[config.mk]
export PLATFORM = sky130hd
export DESIGN_NAME = stopwatch_lap_core
export DESIGN_NICKNAME = d
export VERILOG_FILES = /design/src/rtl/stopwatch_lap_core.sv
export SDC_FILE = /design/constraint.sdc
export NUM_CORES = 1
export LEC_CHECK = 0
export BUFFER_PORTS_ARGS = -buffer_cell sky130_fd_sc_hd__buf_2
export CORE_MARGIN = 1.5
export CORE_UTILIZATION = 55
export CTS_BUF_LIST = sky130_fd_sc_hd__clkbuf_8 sky130_fd_sc_hd__clkbuf_16
export DETAILED_ROUTE_END_ITERATION = 12
export HOLD_SLACK_MARGIN = 0.08
export PLACE_DENSITY = 0.8
export SETUP_SLACK_MARGIN = 0.5
export SLEW_MARGIN = 15
export SYNTH_ARGS = -nofsm -noshare
export SYNTH_HDL_FRONTEND = slang
export SYNTH_SLANG_ARGS = --single-unit
[constraint.sdc]
create_clock -name clock -period 6.7 [get_ports clock]
set_input_delay 1.005 -clock clock [delete_from_list [all_inputs] [get_ports clock]]
set_output_delay 1.005 -clock clock [all_outputs]
set_load 0.005 [all_outputs]
[src/rtl/stopwatch_lap_core.sv]
// stopwatch_lap_core: prescaled hh:mm:ss.cc stopwatch engine feeding a first-word fall-through lap FIFO.
// Optional STOPWATCH_COUNTDOWN_EN adds preset load, count-down with borrow and a one-cycle expiry pulse.
module stopwatch_lap_core #(
    parameter int CLK_HZ    = 50_000_000,
    parameter int TICK_HZ   = 100,
    parameter int LAP_DEPTH = 8,
    parameter int HOUR_MAX  = 99
) (
    input  logic                           clock,
    input  logic                           reset_n,
    input  logic                           start_pause,
    input  logic                           lap,
    input  logic                           clear_timer,
    input  logic                           lap_flush,
    input  logic                           lap_ready,
`ifdef STOPWATCH_COUNTDOWN_EN
    input  logic                           load,
    input  logic [27:0]                    preset,
    input  logic                           count_down,
    output logic                           expired,
`endif
    output logic                           running,
    output logic [27:0]                    timestamp,
    output logic                           tick,
    output logic                           rollover,
    output logic                           lap_valid,
    output logic [27:0]                    lap_data,
    output logic [$clog2(LAP_DEPTH+1)-1:0] lap_count,
    output logic                           lap_overflow
);

    localparam int PRESCALE = CLK_HZ / TICK_HZ;
    localparam int PS_W     = $clog2(PRESCALE);
    localparam int PW       = $clog2(LAP_DEPTH);
    localparam int CW       = $clog2(LAP_DEPTH + 1);

    localparam logic [PS_W-1:0] PS_LAST = PS_W'(PRESCALE - 1);
    localparam logic [6:0]      CMAX    = 7'(TICK_HZ - 1);
    localparam logic [6:0]      HMAX    = 7'(HOUR_MAX);
    localparam logic [6:0]      L59     = 7'd59;

    typedef struct packed {
        logic [6:0] hour;
        logic [6:0] minute;
        logic [6:0] second;
        logic [6:0] csec;
    } ts_t;

    ts_t             ts_q, ts_inc, ts_nxt, ld_val;
    logic [PS_W-1:0] ps_q;
    logic            run_nxt, down, ld, stop;

    logic [27:0]     mem [LAP_DEPTH];
    logic [PW-1:0]   wr_ptr, rd_ptr;
    logic            full, push_ok, pop;

    assign tick      = running && (ps_q == PS_LAST);
    assign timestamp = ts_q;
    assign rollover  = tick && !down && (ts_q == ts_t'{HMAX, L59, L59, CMAX});

    always_comb begin
        ts_inc = ts_q;
        if (ts_q.csec != CMAX) ts_inc.csec = ts_q.csec + 7'd1;
        else begin
            ts_inc.csec = '0;
            if (ts_q.second != L59) ts_inc.second = ts_q.second + 7'd1;
            else begin
                ts_inc.second = '0;
                if (ts_q.minute != L59) ts_inc.minute = ts_q.minute + 7'd1;
                else begin
                    ts_inc.minute = '0;
                    ts_inc.hour   = (ts_q.hour != HMAX) ? ts_q.hour + 7'd1 : 7'd0;
                end
            end
        end
    end

`ifdef STOPWATCH_COUNTDOWN_EN
    ts_t  ts_dec;
    logic is_zero, hit_zero;

    assign down     = count_down;
    assign ld       = load;
    assign ld_val   = ts_t'(preset);
    assign is_zero  = (ts_q == '0);
    // Only a decrement that actually lands on zero expires; load/clear suppress the tick.
    assign hit_zero = down && tick && !ld && !clear_timer && (ts_q == ts_t'(28'd1));
    assign stop     = down && tick && !ld && !clear_timer && (is_zero || ts_q == ts_t'(28'd1));

    always_comb begin
        ts_dec = ts_q;
        if (ts_q.csec != '0) ts_dec.csec = ts_q.csec - 7'd1;
        else begin
            ts_dec.csec = CMAX;
            if (ts_q.second != '0) ts_dec.second = ts_q.second - 7'd1;
            else begin
                ts_dec.second = L59;
                if (ts_q.minute != '0) ts_dec.minute = ts_q.minute - 7'd1;
                else begin
                    ts_dec.minute = L59;
                    ts_dec.hour   = (ts_q.hour != '0) ? ts_q.hour - 7'd1 : HMAX;
                end
            end
        end
    end

    always_ff @(posedge clock or negedge reset_n) begin
        if (!reset_n) expired <= 1'b0;
        else          expired <= hit_zero;
    end
`else
    assign down   = 1'b0;
    assign ld     = 1'b0;
    assign ld_val = '0;
    assign stop   = 1'b0;
`endif

    always_comb begin
        ts_nxt = ts_q;
        if (ld)               ts_nxt = ld_val;
        else if (clear_timer) ts_nxt = '0;
        else if (tick) begin
`ifdef STOPWATCH_COUNTDOWN_EN
            if (down) ts_nxt = is_zero ? ts_q : ts_dec;
            else      ts_nxt = ts_inc;
`else
            ts_nxt = ts_inc;
`endif
        end
    end

    always_comb begin
        run_nxt = running;
`ifdef STOPWATCH_COUNTDOWN_EN
        if (start_pause && !(!running && down && is_zero)) run_nxt = !running;
`else
        if (start_pause) run_nxt = !running;
`endif
        if (stop) run_nxt = 1'b0;
    end

    always_ff @(posedge clock or negedge reset_n) begin
        if (!reset_n) begin
            running <= 1'b0;
            ps_q    <= '0;
            ts_q    <= '0;
        end else begin
            running <= run_nxt;
            ts_q    <= ts_nxt;
            if (ld || clear_timer) ps_q <= '0;
            else if (running)      ps_q <= tick ? '0 : ps_q + 1'b1;
        end
    end

    // Lap FIFO: flush dominates; a full FIFO still accepts a push when the same cycle pops.
    assign lap_valid = (lap_count != '0);
    assign full      = (lap_count == CW'(LAP_DEPTH));
    assign pop       = lap_valid && lap_ready && !lap_flush;
    assign push_ok   = lap && !lap_flush && (!full || pop);
    assign lap_data  = lap_valid ? mem[rd_ptr] : '0;

    always_ff @(posedge clock) begin
        if (push_ok) mem[wr_ptr] <= ts_q;
    end

    always_ff @(posedge clock or negedge reset_n) begin
        if (!reset_n) begin
            wr_ptr       <= '0;
            rd_ptr       <= '0;
            lap_count    <= '0;
            lap_overflow <= 1'b0;
        end else if (lap_flush) begin
            wr_ptr       <= '0;
            rd_ptr       <= '0;
            lap_count    <= '0;
            lap_overflow <= 1'b0;
        end else begin
            if (push_ok) wr_ptr <= wr_ptr + 1'b1;
            if (pop)     rd_ptr <= rd_ptr + 1'b1;
            case ({push_ok, pop})
                2'b10:   lap_count <= lap_count + 1'b1;
                2'b01:   lap_count <= lap_count - 1'b1;
                default: lap_count <= lap_count;
            endcase
            if (lap && !push_ok) lap_overflow <= 1'b1;
        end
    end

endmodule

==> flow_metrics.env <==
export IMPL_p_sw_uw=1080
export IMPL_reg2reg_to="mem[1][13]"
export IMPL_synthFlopType="edfxtp_1"
export IMPL_rsz0062_at_grt="no"
export IMPL_cp_max_fo=41
export IMPL_avgViaCountPerCell=6.06
export IMPL_synth_edff_count=224
export IMPL_r2r_slack_ns=3.82
export IMPL_place_hpwl_mm=14.3
export IMPL_io_buffers=71
export IMPL_fin_setup_tns_ns=0
export IMPL_cts_root_buf="clkbuf_16"
export IMPL_power_frac_comb_pct=16.1
export IMPL_num_rows=53
export IMPL_hold_buffers=0
export IMPL_cp_data_arrival_time_ns=3.06
export IMPL_wl_mm=23.8
export IMPL_chipHeight_um=150
export IMPL_final_cell_mix="edfxtp_1, buf_2, nor2_1, mux4_2, dfrtp_1"
export IMPL_cp_required_ns=5.69
export IMPL_synth_area_leaders="edfxtp_1, dfrtp_1, mux4_2, mux2i_1, nor2_1"
export IMPL_async_flop_share_pct=20.8
export IMPL_power_density_mw_per_mm2=320
export IMPL_track_usage_pct=22.0
export IMPL_skew_ns=0.0103
export IMPL_synth_top_cell_by_area="edfxtp_1"
export IMPL_synthToLayoutAreaGrowth_pct=13.9
export IMPL_power_internal_uw=3260
export IMPL_max_vdd_ir_drop_mv=0.247
export IMPL_ios=72
export IMPL_final_common_cell="edfxtp_1"
export IMPL_grt_overflow=0
export IMPL_synth_seq_cells=283
export IMPL_coreArea_mm2=0.0212
export IMPL_preCtsSetupSlack_ns=3.13
export IMPL_final_hold_violation_count=0
export IMPL_netlist_area_mm2=0.0119
export IMPL_dpl_cell_area_mm2=0.0126
export IMPL_seqPwrFrac_pct=47.0
export IMPL_numCtsBuffers=29
export IMPL_min_to="lap_overflow"
export IMPL_syn_nets=746
export IMPL_clk_pin_slew_ns=0.06
export IMPL_hp_class="register to register"
export IMPL_dieArea_mm2=0.0225
export IMPL_period_minus_slack_ns=4.07
export IMPL_antenna_found_initial=0
export IMPL_r2r_start="lap_count[0]"
export IMPL_hold_start="lap_overflow"
export IMPL_hold_path_depth=2
export IMPL_setup_ws_ns=2.63
export IMPL_fmax_ghz=0.246
export IMPL_rr_worst_depth=6
export IMPL_cts_tree="done"
export IMPL_wire_per_inst_um=21.4
export IMPL_grt_start_max_net_pins=60
export IMPL_startpoint_type="register"
export IMPL_yosysSeqAreaShare_pct=68.9
export IMPL_swShare_pct=25.0
export IMPL_status="completed"
export IMPL_path_class="register to primary output"
export IMPL_worstSetupEndpointType="primary output"
export IMPL_clock_latency_ns=0.53
export IMPL_cap_violations=0
export IMPL_cts_sinks=283
export IMPL_slew_violations=0
export IMPL_n_antenna_cell=0
export IMPL_route_antenna_remaining_nets=0
export IMPL_htreeDepth=1
export IMPL_finalSetupViolCount=0
export IMPL_final_cell_area_mm2=0.0136
export IMPL_yosysWarnings=0
export IMPL_grt_pass1_wl_mm=37.7
export IMPL_initial_core_util_pct=56.3
export IMPL_slew_headroom_pct=18.7
export IMPL_drive_gt1_share_pct=26.1
export IMPL_detail_route_first_pass_iterations=5
export IMPL_clkPwrFrac_pct=36.8
export IMPL_die_w_um=150
export IMPL_netlist_area_leader_share_pct=56.5
export IMPL_grt_pass1_vias=6859
export IMPL_period_share_pct=60.7
export IMPL_p_leak_uw=0.00489
export IMPL_nNetsFinal=831
export IMPL_place_congestion=0.814
export IMPL_syn_area_per_cell_um2=16.3
export IMPL_cts_setup_buffers=0
export IMPL_synthDistinctLibCells=62
export IMPL_worstMarginPinSlew_ns=1.21
export IMPL_dr_total_vias=6729
export IMPL_clockBufferDepth=3
export IMPL_drcViolationCount=0
export IMPL_cts_resized=0
export IMPL_drtIter0Drc=454
export IMPL_synth_cells=729
-- through the flow --
stage	power (uW)	utilization, %	instances	hold slack [ns]
finish	4340	64.1	1111	0.513
global route	4520	64.1	1111	0.558
CTS	4380	64.1	1111	0.514
detailed placement	2790	59.6	1058	0.500
global placement	2780	59.6	1058	0.484
floorplan	2550	-	729	0.490
-- flip-flops by register name (all words and copies together) (netlist names) --
| name | count |
|---|---|
| lap_count | 4 |
| ps_q | 19 |
| wr_ptr | 3 |
| timestamp | 28 |
| mem | 224 |
| lap_overflow | 1 |
| rd_ptr | 3 |
| running | 1 |
-- layout make-up --
class / count / area, um^2
flip-flops and latches: 283 / 8210
fillers: 1479 / 7600
multi-input cells: 408 / 3570
clock buffers: 30 / 739
repair buffers: 83 / 445
well taps: 275 / 344
clock inverters: 23 / 209
inverters: 9 / 33.8
-- cells in the mapped netlist (5+ instances only) --
| library cell | n |
|---|---|
| a21oi_1 | 25 |
| a31oi_1 | 7 |
| and2_1 | 5 |
| and3_1 | 9 |
| buf_1 | 6 |
| buf_2 | 8 |
| clkbuf_1 | 14 |
| dfrtp_1 | 59 |
| edfxtp_1 | 224 |
| ha_1 | 9 |
| inv_1 | 9 |
| mux2i_1 | 31 |
| mux4_2 | 56 |
| nand2_1 | 30 |
| nand2b_1 | 10 |
| nand3_1 | 19 |
| nand4_1 | 11 |
| nor2_1 | 68 |
| nor3_1 | 13 |
| nor4_1 | 5 |
| o21ai_0 | 19 |
| or2_2 | 5 |
| or3_1 | 15 |
| xnor2_1 | 10 |
| xor2_1 | 12 |
-- layer usage --
layer  track usage [%]  part of all wire (%)  vias up
li1                  -                     -     3026
met1              29.4                    42     3478
met2              38.1                    52      195
met3              3.18                   5.2       30
met4              5.54                   1.8        0
met5                 0                     0        -
-- how the worst max path moves through the flow --
stage / from / endpoint / slack (ns) / cells after the start
final: rd_ptr[0] / lap_data[8] / 2.63 / 5
after detailed placement: rd_ptr[0] / lap_data[8] / 3.13 / 5
after global routing: rd_ptr[0] / lap_data[8] / 2.37 / 5
after global placement: rd_ptr[0] / lap_data[8] / 3.17 / 5
after floorplan: lap_flush / mem[0][0] / 2.54 / 4
after CTS: rd_ptr[0] / lap_data[8] / 2.54 / 5
-- cell families (layout without fill, tap and decap cells) --
family	after synthesis	in the layout	synth area share, %
adder cells (fa/ha/maj)	10	10	1.11
flip-flops	283	283	68.9
AND/OR/NAND/NOR	217	217	9.95
AO/OA/AOI/OAI	71	71	3.73
multiplexers	88	88	13.3
XOR/XNOR	22	22	1.62
buffers and inverters	38	145	1.35
-- worst max-delay path: stages, from the launching register on --
cell and delay, ns:
dfrtp_4 0.98, buf_4 0.47, mux4_2 0.54, mux2i_1 0.32, nor2_1 0.07, buf_2 0.13
-- power groups by stage --
| stage | clock (uW) | combinational (uW) | sequential (uW) |
|---|---|---|---|
| after floorplan | 0 | 555 | 2000 |
| after global placement | 0 | 700 | 2080 |
| after detailed placement | 0 | 711 | 2080 |
| after CTS | 1620 | 719 | 2050 |
| after global routing | 1690 | 778 | 2060 |
| final | 1600 | 700 | 2040 |
Note: power is estimated with default switching activity, not from simulation.
